==> config.mk <==
export PLATFORM = sky130hd
export DESIGN_NAME = mcp_bus_ctrl_flat
export DESIGN_NICKNAME = d
export VERILOG_FILES = /design/src/rtl/mcp_bus_ctrl_if.sv /design/src/rtl/mcp_bus_ctrl.sv /design/src/flat_wrapper.sv
export SDC_FILE = /design/constraint.sdc
export NUM_CORES = 1
export LEC_CHECK = 0
export CORE_UTILIZATION = 37
export DETAILED_ROUTE_END_ITERATION = 8
export GPL_TIMING_DRIVEN = 0
export PLACE_DENSITY_LB_ADDON = 0.1
export SETUP_SLACK_MARGIN = 0.02
export SYNTH_ARGS = -nofsm -noshare
export SYNTH_HDL_FRONTEND = slang
export SYNTH_SLANG_ARGS = --single-unit
==> constraint.sdc <==
create_clock -name CLK -period 1.8 [get_ports CLK]
set_clock_uncertainty 0.1 [all_clocks]
set_input_delay 0.36 -clock CLK [delete_from_list [all_inputs] [get_ports CLK]]
set_output_delay 0.36 -clock CLK [all_outputs]
set_load 0.02 [all_outputs]
==> src/rtl/mcp_bus_ctrl_if.sv <==
// Host-side handshake and memory-side pin bundle for mcp_bus_ctrl.
// The controller connects through the slave modport; the host/memory model uses master.
interface mcp_bus_ctrl_if #(
    parameter int AB  = 22,
    parameter int W   = 16,
    parameter int NCS = 2
);
    logic           REQ;
    logic           WR;
    logic [NCS-1:0] SEL;
    logic [AB-1:0]  ADDR;
    logic [W-1:0]   WDATA;
    logic           BYTE;
    logic           ACK;
    logic           ERR;
    logic [W-1:0]   RDATA;
    logic           BUSY;
    logic           CFG_ERR;
    logic [AB-1:0]  MA;
    logic [W-1:0]   MDQ_O;
    logic           MDQ_OE;
    logic [W-1:0]   MDQ_I;
    logic [NCS-1:0] XCE;
    logic           XOE;
    logic           XWE;
    logic           CIO;

    modport slave (
        input  REQ, WR, SEL, ADDR, WDATA, BYTE, MDQ_I,
        output ACK, ERR, RDATA, BUSY, CFG_ERR, MA, MDQ_O, MDQ_OE, XCE, XOE, XWE, CIO
    );

    modport master (
        output REQ, WR, SEL, ADDR, WDATA, BYTE, MDQ_I,
        input  ACK, ERR, RDATA, BUSY, CFG_ERR, MA, MDQ_O, MDQ_OE, XCE, XOE, XWE, CIO
    );
endinterface

==> src/rtl/mcp_bus_ctrl.sv <==
// Multi-chip parallel memory bus controller: timed SETUP/PULSE/HOLD/RECOV strobe sequencing
// with one shared phase counter; every pin-level output is a register.
module mcp_bus_ctrl #(
    parameter int AB      = 22,
    parameter int W       = 16,
    parameter int NCS     = 2,
    parameter int T_SETUP = 1,
    parameter int T_PULSE = 3,
    parameter int T_HOLD  = 1,
    parameter int T_RECOV = 1
) (
    input  logic          CLK,
    input  logic          RESET,
    mcp_bus_ctrl_if.slave bus
);

    function automatic int max2(input int a, input int b);
        return (a > b) ? a : b;
    endfunction

    function automatic logic is_onehot(input logic [NCS-1:0] v);
        return (v != {NCS{1'b0}}) && ((v & (v - NCS'(1))) == {NCS{1'b0}});
    endfunction

    localparam int TMAX = max2(max2(T_SETUP, T_PULSE), max2(T_HOLD, T_RECOV));
    localparam int CW   = (TMAX > 1) ? $clog2(TMAX) : 1;

    typedef enum logic [2:0] {
        S_IDLE  = 3'd0,
        S_SETUP = 3'd1,
        S_PULSE = 3'd2,
        S_HOLD  = 3'd3,
        S_RECOV = 3'd4
    } state_t;

    state_t         r_state;
    logic [CW-1:0]  r_cnt;
    logic           r_wr;
    logic [NCS-1:0] r_sel;
    logic [AB-1:0]  r_ma;
    logic [W-1:0]   r_mdq_o;
    logic [NCS-1:0] r_xce;
    logic           r_xoe;
    logic           r_xwe;
    logic           r_mdq_oe;
    logic           r_ack;
    logic           r_err;
    logic           r_busy;
    logic [W-1:0]   r_rdata;
    logic           r_byte_mode;
    logic           r_cio;
    logic           r_cfg_err;

    state_t         w_state_nxt;
    logic [CW-1:0]  w_cnt_nxt;
    logic           w_latch;
    logic           w_ack_nxt;
    logic           w_err_nxt;
    logic           w_wr_src;
    logic [NCS-1:0] w_sel_src;
    logic           w_ce_act;
    logic [NCS-1:0] w_xce_nxt;
    logic           w_xoe_nxt;
    logic           w_xwe_nxt;
    logic           w_oe_nxt;
    logic           w_rd_cap;
    logic [W-1:0]   w_byte_mask;

    // Next-state/counter sequencing plus look-ahead decode of the registered pin outputs.
    always_comb begin
        w_state_nxt = r_state;
        w_cnt_nxt   = r_cnt;
        w_latch     = 1'b0;
        w_ack_nxt   = 1'b0;
        w_err_nxt   = 1'b0;
        case (r_state)
            S_IDLE: begin
                if (bus.REQ) begin
                    w_latch = 1'b1;
                    if (is_onehot(bus.SEL)) begin
                        w_state_nxt = S_SETUP;
                        w_cnt_nxt   = CW'(T_SETUP - 1);
                    end else begin
                        w_state_nxt = S_RECOV;
                        w_cnt_nxt   = CW'(T_RECOV - 1);
                        w_ack_nxt   = 1'b1;
                        w_err_nxt   = 1'b1;
                    end
                end else begin
                    w_state_nxt = S_IDLE;
                end
            end
            S_SETUP: begin
                if (r_cnt == CW'(0)) begin
                    w_state_nxt = S_PULSE;
                    w_cnt_nxt   = CW'(T_PULSE - 1);
                end else begin
                    w_cnt_nxt = r_cnt - CW'(1);
                end
            end
            S_PULSE: begin
                if (r_cnt == CW'(0)) begin
                    w_state_nxt = S_HOLD;
                    w_cnt_nxt   = CW'(T_HOLD - 1);
                end else begin
                    w_cnt_nxt = r_cnt - CW'(1);
                end
            end
            S_HOLD: begin
                if (r_cnt == CW'(0)) begin
                    w_state_nxt = S_RECOV;
                    w_cnt_nxt   = CW'(T_RECOV - 1);
                    w_ack_nxt   = 1'b1;
                end else begin
                    w_cnt_nxt = r_cnt - CW'(1);
                end
            end
            S_RECOV: begin
                if (r_cnt == CW'(0)) begin
                    w_state_nxt = S_IDLE;
                    w_cnt_nxt   = CW'(0);
                end else begin
                    w_cnt_nxt = r_cnt - CW'(1);
                end
            end
            default: begin
                w_state_nxt = S_IDLE;
                w_cnt_nxt   = CW'(0);
            end
        endcase

        if (w_latch) begin
            w_wr_src  = bus.WR;
            w_sel_src = bus.SEL;
        end else begin
            w_wr_src  = r_wr;
            w_sel_src = r_sel;
        end

        // Illegal selects go straight to RECOV, so w_ce_act never drives a non-one-hot pattern.
        w_ce_act  = (w_state_nxt == S_SETUP) || (w_state_nxt == S_PULSE) || (w_state_nxt == S_HOLD);
        if (w_ce_act) begin
            w_xce_nxt = ~w_sel_src;
        end else begin
            w_xce_nxt = {NCS{1'b1}};
        end
        w_xoe_nxt = !((w_state_nxt == S_PULSE) && !w_wr_src);
        w_xwe_nxt = !((w_state_nxt == S_PULSE) && w_wr_src);
        w_oe_nxt  = w_ce_act && w_wr_src;
        w_rd_cap  = (r_state == S_PULSE) && (r_cnt == CW'(0)) && !r_wr;

        if (r_byte_mode) begin
            w_byte_mask = W'(8'hFF);
        end else begin
            w_byte_mask = {W{1'b1}};
        end
    end

    // FSM state and shared phase counter.
    always_ff @(posedge CLK) begin
        if (RESET) begin
            r_state <= S_IDLE;
            r_cnt   <= CW'(0);
        end else begin
            r_state <= w_state_nxt;
            r_cnt   <= w_cnt_nxt;
        end
    end

    // Request latches, registered pin outputs and read-data capture.
    always_ff @(posedge CLK) begin
        if (RESET) begin
            r_wr     <= 1'b0;
            r_sel    <= {NCS{1'b0}};
            r_ma     <= {AB{1'b0}};
            r_mdq_o  <= {W{1'b0}};
            r_xce    <= {NCS{1'b1}};
            r_xoe    <= 1'b1;
            r_xwe    <= 1'b1;
            r_mdq_oe <= 1'b0;
            r_ack    <= 1'b0;
            r_err    <= 1'b0;
            r_busy   <= 1'b0;
            r_rdata  <= {W{1'b0}};
        end else begin
            if (w_latch) begin
                r_wr    <= bus.WR;
                r_sel   <= bus.SEL;
                r_ma    <= bus.ADDR;
                r_mdq_o <= bus.WDATA;
            end
            if (w_rd_cap) begin
                r_rdata <= bus.MDQ_I & w_byte_mask;
            end
            r_xce    <= w_xce_nxt;
            r_xoe    <= w_xoe_nxt;
            r_xwe    <= w_xwe_nxt;
            r_mdq_oe <= w_oe_nxt;
            r_ack    <= w_ack_nxt;
            r_err    <= w_err_nxt;
            r_busy   <= (w_state_nxt != S_IDLE);
        end
    end

    // Bus width is fixed by BYTE at reset; any later change of BYTE is flagged, never applied.
    always_ff @(posedge CLK) begin
        if (RESET) begin
            r_byte_mode <= bus.BYTE;
            r_cio       <= ~bus.BYTE;
            r_cfg_err   <= 1'b0;
        end else if (bus.BYTE != r_byte_mode) begin
            r_cfg_err <= 1'b1;
        end
    end

    assign bus.ACK     = r_ack;
    assign bus.ERR     = r_err;
    assign bus.RDATA   = r_rdata;
    assign bus.BUSY    = r_busy;
    assign bus.CFG_ERR = r_cfg_err;
    assign bus.MA      = r_ma;
    assign bus.MDQ_O   = r_mdq_o;
    assign bus.MDQ_OE  = r_mdq_oe;
    assign bus.XCE     = r_xce;
    assign bus.XOE     = r_xoe;
    assign bus.XWE     = r_xwe;
    assign bus.CIO     = r_cio;

endmodule
==> src/flat_wrapper.sv <==
// flat-port wrapper written by rule: the top's interface ports become plain ports
module mcp_bus_ctrl_flat 
#(
    parameter int AB      = 22,
    parameter int W       = 16,
    parameter int NCS     = 2,
    parameter int T_SETUP = 1,
    parameter int T_PULSE = 3,
    parameter int T_HOLD  = 1,
    parameter int T_RECOV = 1
)
  (CLK, RESET, bus_REQ, bus_WR, bus_SEL, bus_ADDR, bus_WDATA, bus_BYTE, bus_MDQ_I, bus_ACK, bus_ERR, bus_RDATA, bus_BUSY, bus_CFG_ERR, bus_MA, bus_MDQ_O, bus_MDQ_OE, bus_XCE, bus_XOE, bus_XWE, bus_CIO);
  mcp_bus_ctrl_if #(.AB(AB), .W(W), .NCS(NCS)) bus_i ();
  input  logic CLK;
  input  logic RESET;
  input wire logic [$bits(bus_i.REQ)-1:0] bus_REQ;
  input wire logic [$bits(bus_i.WR)-1:0] bus_WR;
  input wire logic [$bits(bus_i.SEL)-1:0] bus_SEL;
  input wire logic [$bits(bus_i.ADDR)-1:0] bus_ADDR;
  input wire logic [$bits(bus_i.WDATA)-1:0] bus_WDATA;
  input wire logic [$bits(bus_i.BYTE)-1:0] bus_BYTE;
  input wire logic [$bits(bus_i.MDQ_I)-1:0] bus_MDQ_I;
  output wire logic [$bits(bus_i.ACK)-1:0] bus_ACK;
  output wire logic [$bits(bus_i.ERR)-1:0] bus_ERR;
  output wire logic [$bits(bus_i.RDATA)-1:0] bus_RDATA;
  output wire logic [$bits(bus_i.BUSY)-1:0] bus_BUSY;
  output wire logic [$bits(bus_i.CFG_ERR)-1:0] bus_CFG_ERR;
  output wire logic [$bits(bus_i.MA)-1:0] bus_MA;
  output wire logic [$bits(bus_i.MDQ_O)-1:0] bus_MDQ_O;
  output wire logic [$bits(bus_i.MDQ_OE)-1:0] bus_MDQ_OE;
  output wire logic [$bits(bus_i.XCE)-1:0] bus_XCE;
  output wire logic [$bits(bus_i.XOE)-1:0] bus_XOE;
  output wire logic [$bits(bus_i.XWE)-1:0] bus_XWE;
  output wire logic [$bits(bus_i.CIO)-1:0] bus_CIO;
  assign bus_i.REQ = bus_REQ;
  assign bus_i.WR = bus_WR;
  assign bus_i.SEL = bus_SEL;
  assign bus_i.ADDR = bus_ADDR;
  assign bus_i.WDATA = bus_WDATA;
  assign bus_i.BYTE = bus_BYTE;
  assign bus_i.MDQ_I = bus_MDQ_I;
  assign bus_ACK = bus_i.ACK;
  assign bus_ERR = bus_i.ERR;
  assign bus_RDATA = bus_i.RDATA;
  assign bus_BUSY = bus_i.BUSY;
  assign bus_CFG_ERR = bus_i.CFG_ERR;
  assign bus_MA = bus_i.MA;
  assign bus_MDQ_O = bus_i.MDQ_O;
  assign bus_MDQ_OE = bus_i.MDQ_OE;
  assign bus_XCE = bus_i.XCE;
  assign bus_XOE = bus_i.XOE;
  assign bus_XWE = bus_i.XWE;
  assign bus_CIO = bus_i.CIO;
  mcp_bus_ctrl #(.AB(AB), .W(W), .NCS(NCS), .T_SETUP(T_SETUP), .T_PULSE(T_PULSE), .T_HOLD(T_HOLD), .T_RECOV(T_RECOV)) u_core (.CLK(CLK), .RESET(RESET), .bus(bus_i));
endmodule
==> metrics.txt <==
starting utilization of the core area about two fifths; cell type of the slowest stage on the worst timing path or4b_4; Final Util between 60% and 70%; clock buffer count from CTS 9; class of the worst hold path register to register; fraction of the yosys area taken by sequential cells 53.9%; half-perimeter wire length after detailed placement about 5200 um; Avg Vias per Cell between 4 and 5; global-route wire length before repair ~11,000 um; overall die height just under 90 um; number of H-tree branching levels 3; via count of the first global-routing pass roughly 2,400; drt pass-1 iters 4; number of library cell types mapped by synthesis 32; detailed-route via count between 2,000 and 3,000; die width around 88 um; number of placed cells counting well taps roughly 550; Final min period about 1800 ps; number of antenna cells inserted 0; Max Fclk around 0.57 GHz; Max rail drop VDD roughly 0.00052 V; area of the mapped netlist around 0.0027 sq mm; number of maximum-capacitance constraint violations 0; Placer Congestion about 0.77; Worst Setup Start Kind register; share of power burned in the clock network between 30% and 40%; Worst-Skew Late Latency around 340 ps; total net switching power between 1 and 1.5 mW; area share of the largest cell type after synthesis between 50% and 60%; worst endpoint data arrival time approximately 1900 ps; P&R area growth vs syn 63.4%; # setup viols final 0; Leak approximately 2.4 nW; clock tree from TritonCTS built; post-CTS clock slew at the launch and capture registers of the worst setup and hold paths 70 ps; Post-synth ARST share 0%; number of flops mapped to enable cells by yosys 2; number of DRC markers in iteration 0 between 100 and 150; number of nets in the final layout ~520; maximum number of pins on one net before global-route repair 14; GRT Residual Overflow 0; wire per inst about 13 um; fin cells roughly 560; relative contribution of sequential cells to total power a little under half; sum of negative setup slack 0 ps; number of hold buffers added after cts 0; tightest hold margin around 350 ps; outcome finished clean; max-slew violation count 0; cell chosen for the clock root clkbuf_8; chain of cells forming the critical path or4b_4 > buf_6 > mux2_4 > or3b_1; Post-Synthesis Cells 325; Synthesized Nets 389; number of buffers on the longest clock path 2; count of warnings emitted by yosys 0; setup repair after global routing missed its margin true; hold violation total from the final report 0; overall power consumption roughly 4 mW; actual slew at the worst max-slew pin between 400 and 500 ps; standard cell core area approximately 0.0072 sq mm; overall routing resource usage about a fifth; Required @ worst endpoint approximately 1900 ps; share of total power consumed by net switching between 20 and 30%; count of standard-cell rows 31; Seq cells post-synth 73; Antenna Nets Post-Route 0; I/O pin cnt ~130; drt drc 0; overall die area 0.00777 sq mm; Total Routed Length around 7300 um; flip-flop cell with the highest count after synthesis dfxtp_1; count of input and output buffers between 100 and 150; dominant cell type by area after synthesis dfxtp_1; average footprint of a synthesized cell roughly 8.5 sq um; Rel. slew slack between 60% and 70%; relative contribution of combinational cells to total power a little under a quarter; internal power between 2 and 3 mW; Post-CTS Repair Setup Buffers 0; largest stage delay on the critical path about 530 ps; critical-path maximum fanout 5; Power Density approximately 890 mW/mm^2; most area-consuming cells after synthesis dfxtp_1 (52%), a21oi_1 (11%), nand2_1 (11%), o21ai_0 (3.5%), clkbuf_1 (3.0%); fraction of the cycle the final worst path needs between 90% and 100%; number of clock sinks 73; Worst setup EP type register; initial antenna violation count 0; Setup CP Type register to register; fraction of layout cells with a size suffix above 1 under 10%
## worst max-delay path, delay by kind of cell (launching register included)
| kind | cells | cell delay (ps) |
|---|---|---|
| DFF | 1 | 350 |
| buffers and inverters | 1 | 140 |
| muxes | 1 | 190 |
| and+or+nand+nor | 2 | 860 |
## metal layers
metal / vias up / GRT usage (%) / routed length (um)
met2: 91 / 27.8 / 3280
met4: 0 / 7.92 / 123
met3: 10 / 7.45 / 609
met1: 1216 / 25.0 / 3300
li1: 1363 / - / -
met5: - / 0 / 0
## final cells by class
type	instances	area, sq um
clock buffers	11	141
plain buffers	24	126
inverters	5	18.8
fillers	670	2730
well taps	99	124
flip-flops and latches	73	1490
repair buffers	124	1350
multi-input cells	222	1180
clock inverters	5	56.3
## power groups by stage
stage | combinational, mW | clock [mW] | sequential, mW
after global placement | 0.906 | 0 | 1.85
after detailed placement | 0.913 | 0 | 1.85
after floorplan | 0.338 | 0 | 1.98
after CTS | 0.927 | 1.31 | 1.82
final | 0.928 | 1.27 | 1.82
after global routing | 1.02 | 1.38 | 1.83
## final timing paths
path / start / endpoint / slack, ps / depth (start not counted)
worst max-delay path: u_core.r_state[2] / u_core.bus.XCE[1] / 30 / 4
worst min-delay path: u_core.bus.MA[15] / u_core.bus.MA[15] / 350 / 2
worst max register to register: u_core.r_state[2] / u_core.bus.XCE[1] / 30 / 4
worst min register to register: u_core.bus.MA[15] / u_core.bus.MA[15] / 350 / 2
## layout by cell type, fill, tap and decap left out, types with 5 or more instances in the layout
master / netlist / layout
nand2_1: 82 / 82
clkdlybuf4s50_1: 0 / 78
dfxtp_1: 71 / 69
a21oi_1: 62 / 62
dlymetal6s2s_1: 0 / 45
o21ai_0: 19 / 19
clkbuf_8: 0 / 10
clkbuf_2: 0 / 9
clkbuf_1: 22 / 9
nand3_1: 9 / 9
nand4b_1: 8 / 8
nor2_1: 6 / 6
inv_1: 5 / 5
## per-stage QoR
| stage | worst slack, ps | cell area (sq um) |
|---|---|---|
| 6_report | 31.6 | 4490 |
| 2_1_floorplan | 45.6 | 2750 |
| 4_1_cts | -9.92 | 4330 |
| 3_3_place_gp | -658 | 4110 |
| 5_1_grt | -5.45 | 4490 |
| 3_5_place_dp | -713 | 4110 |
## cells in the mapped netlist, types with 2 or more instances
master     n
nor3b_1    3
nand3_1    9
xor2_1     2
nand3b_1   4
a21o_1     2
or2_2      2
nand2b_1   3
dfxtp_1   71
ha_1       3
o21ai_0   19
a21oi_1   62
nor2_1     6
nand2_1   82
clkbuf_1  22
buf_2      3
inv_1      5
nor3_1     2
edfxtp_1   2
nand4b_1   8
nor2b_1    3
## logic make-up (layout without fill, tap and decap cells)
| group | after synthesis | count (layout) | synth area share, % |
|---|---|---|---|
| flip-flops | 73 | 73 | 53.9 |
| XOR/XNOR | 2 | 2 | 0.638 |
| multiplexers | 2 | 2 | 0.774 |
| buffers and inverters | 30 | 169 | 4.24 |
| AO/OA/AOI/OAI | 86 | 86 | 16.2 |
| AND/OR/NAND/NOR | 129 | 129 | 22.9 |
| adder cells (fa/ha/maj) | 3 | 3 | 1.37 |
## state kept, by name, indices dropped and copies added, names as in the netlist, 2 cells and up
name,flops
u_core.bus.MA,22
u_core.bus.XCE,2
u_core.r_state,3
u_core.bus.MDQ_O,16
u_core.r_sel,2
u_core.r_cnt,2
u_core.bus.RDATA,16
## repair_timing
action,in CTS,in global routing
gates resized for setup,11,76
cloned,0,0
endpoints found under the setup margin,67,94
pin swaps,0,1
No activity file was read; power rests on OpenSTA's default activity.
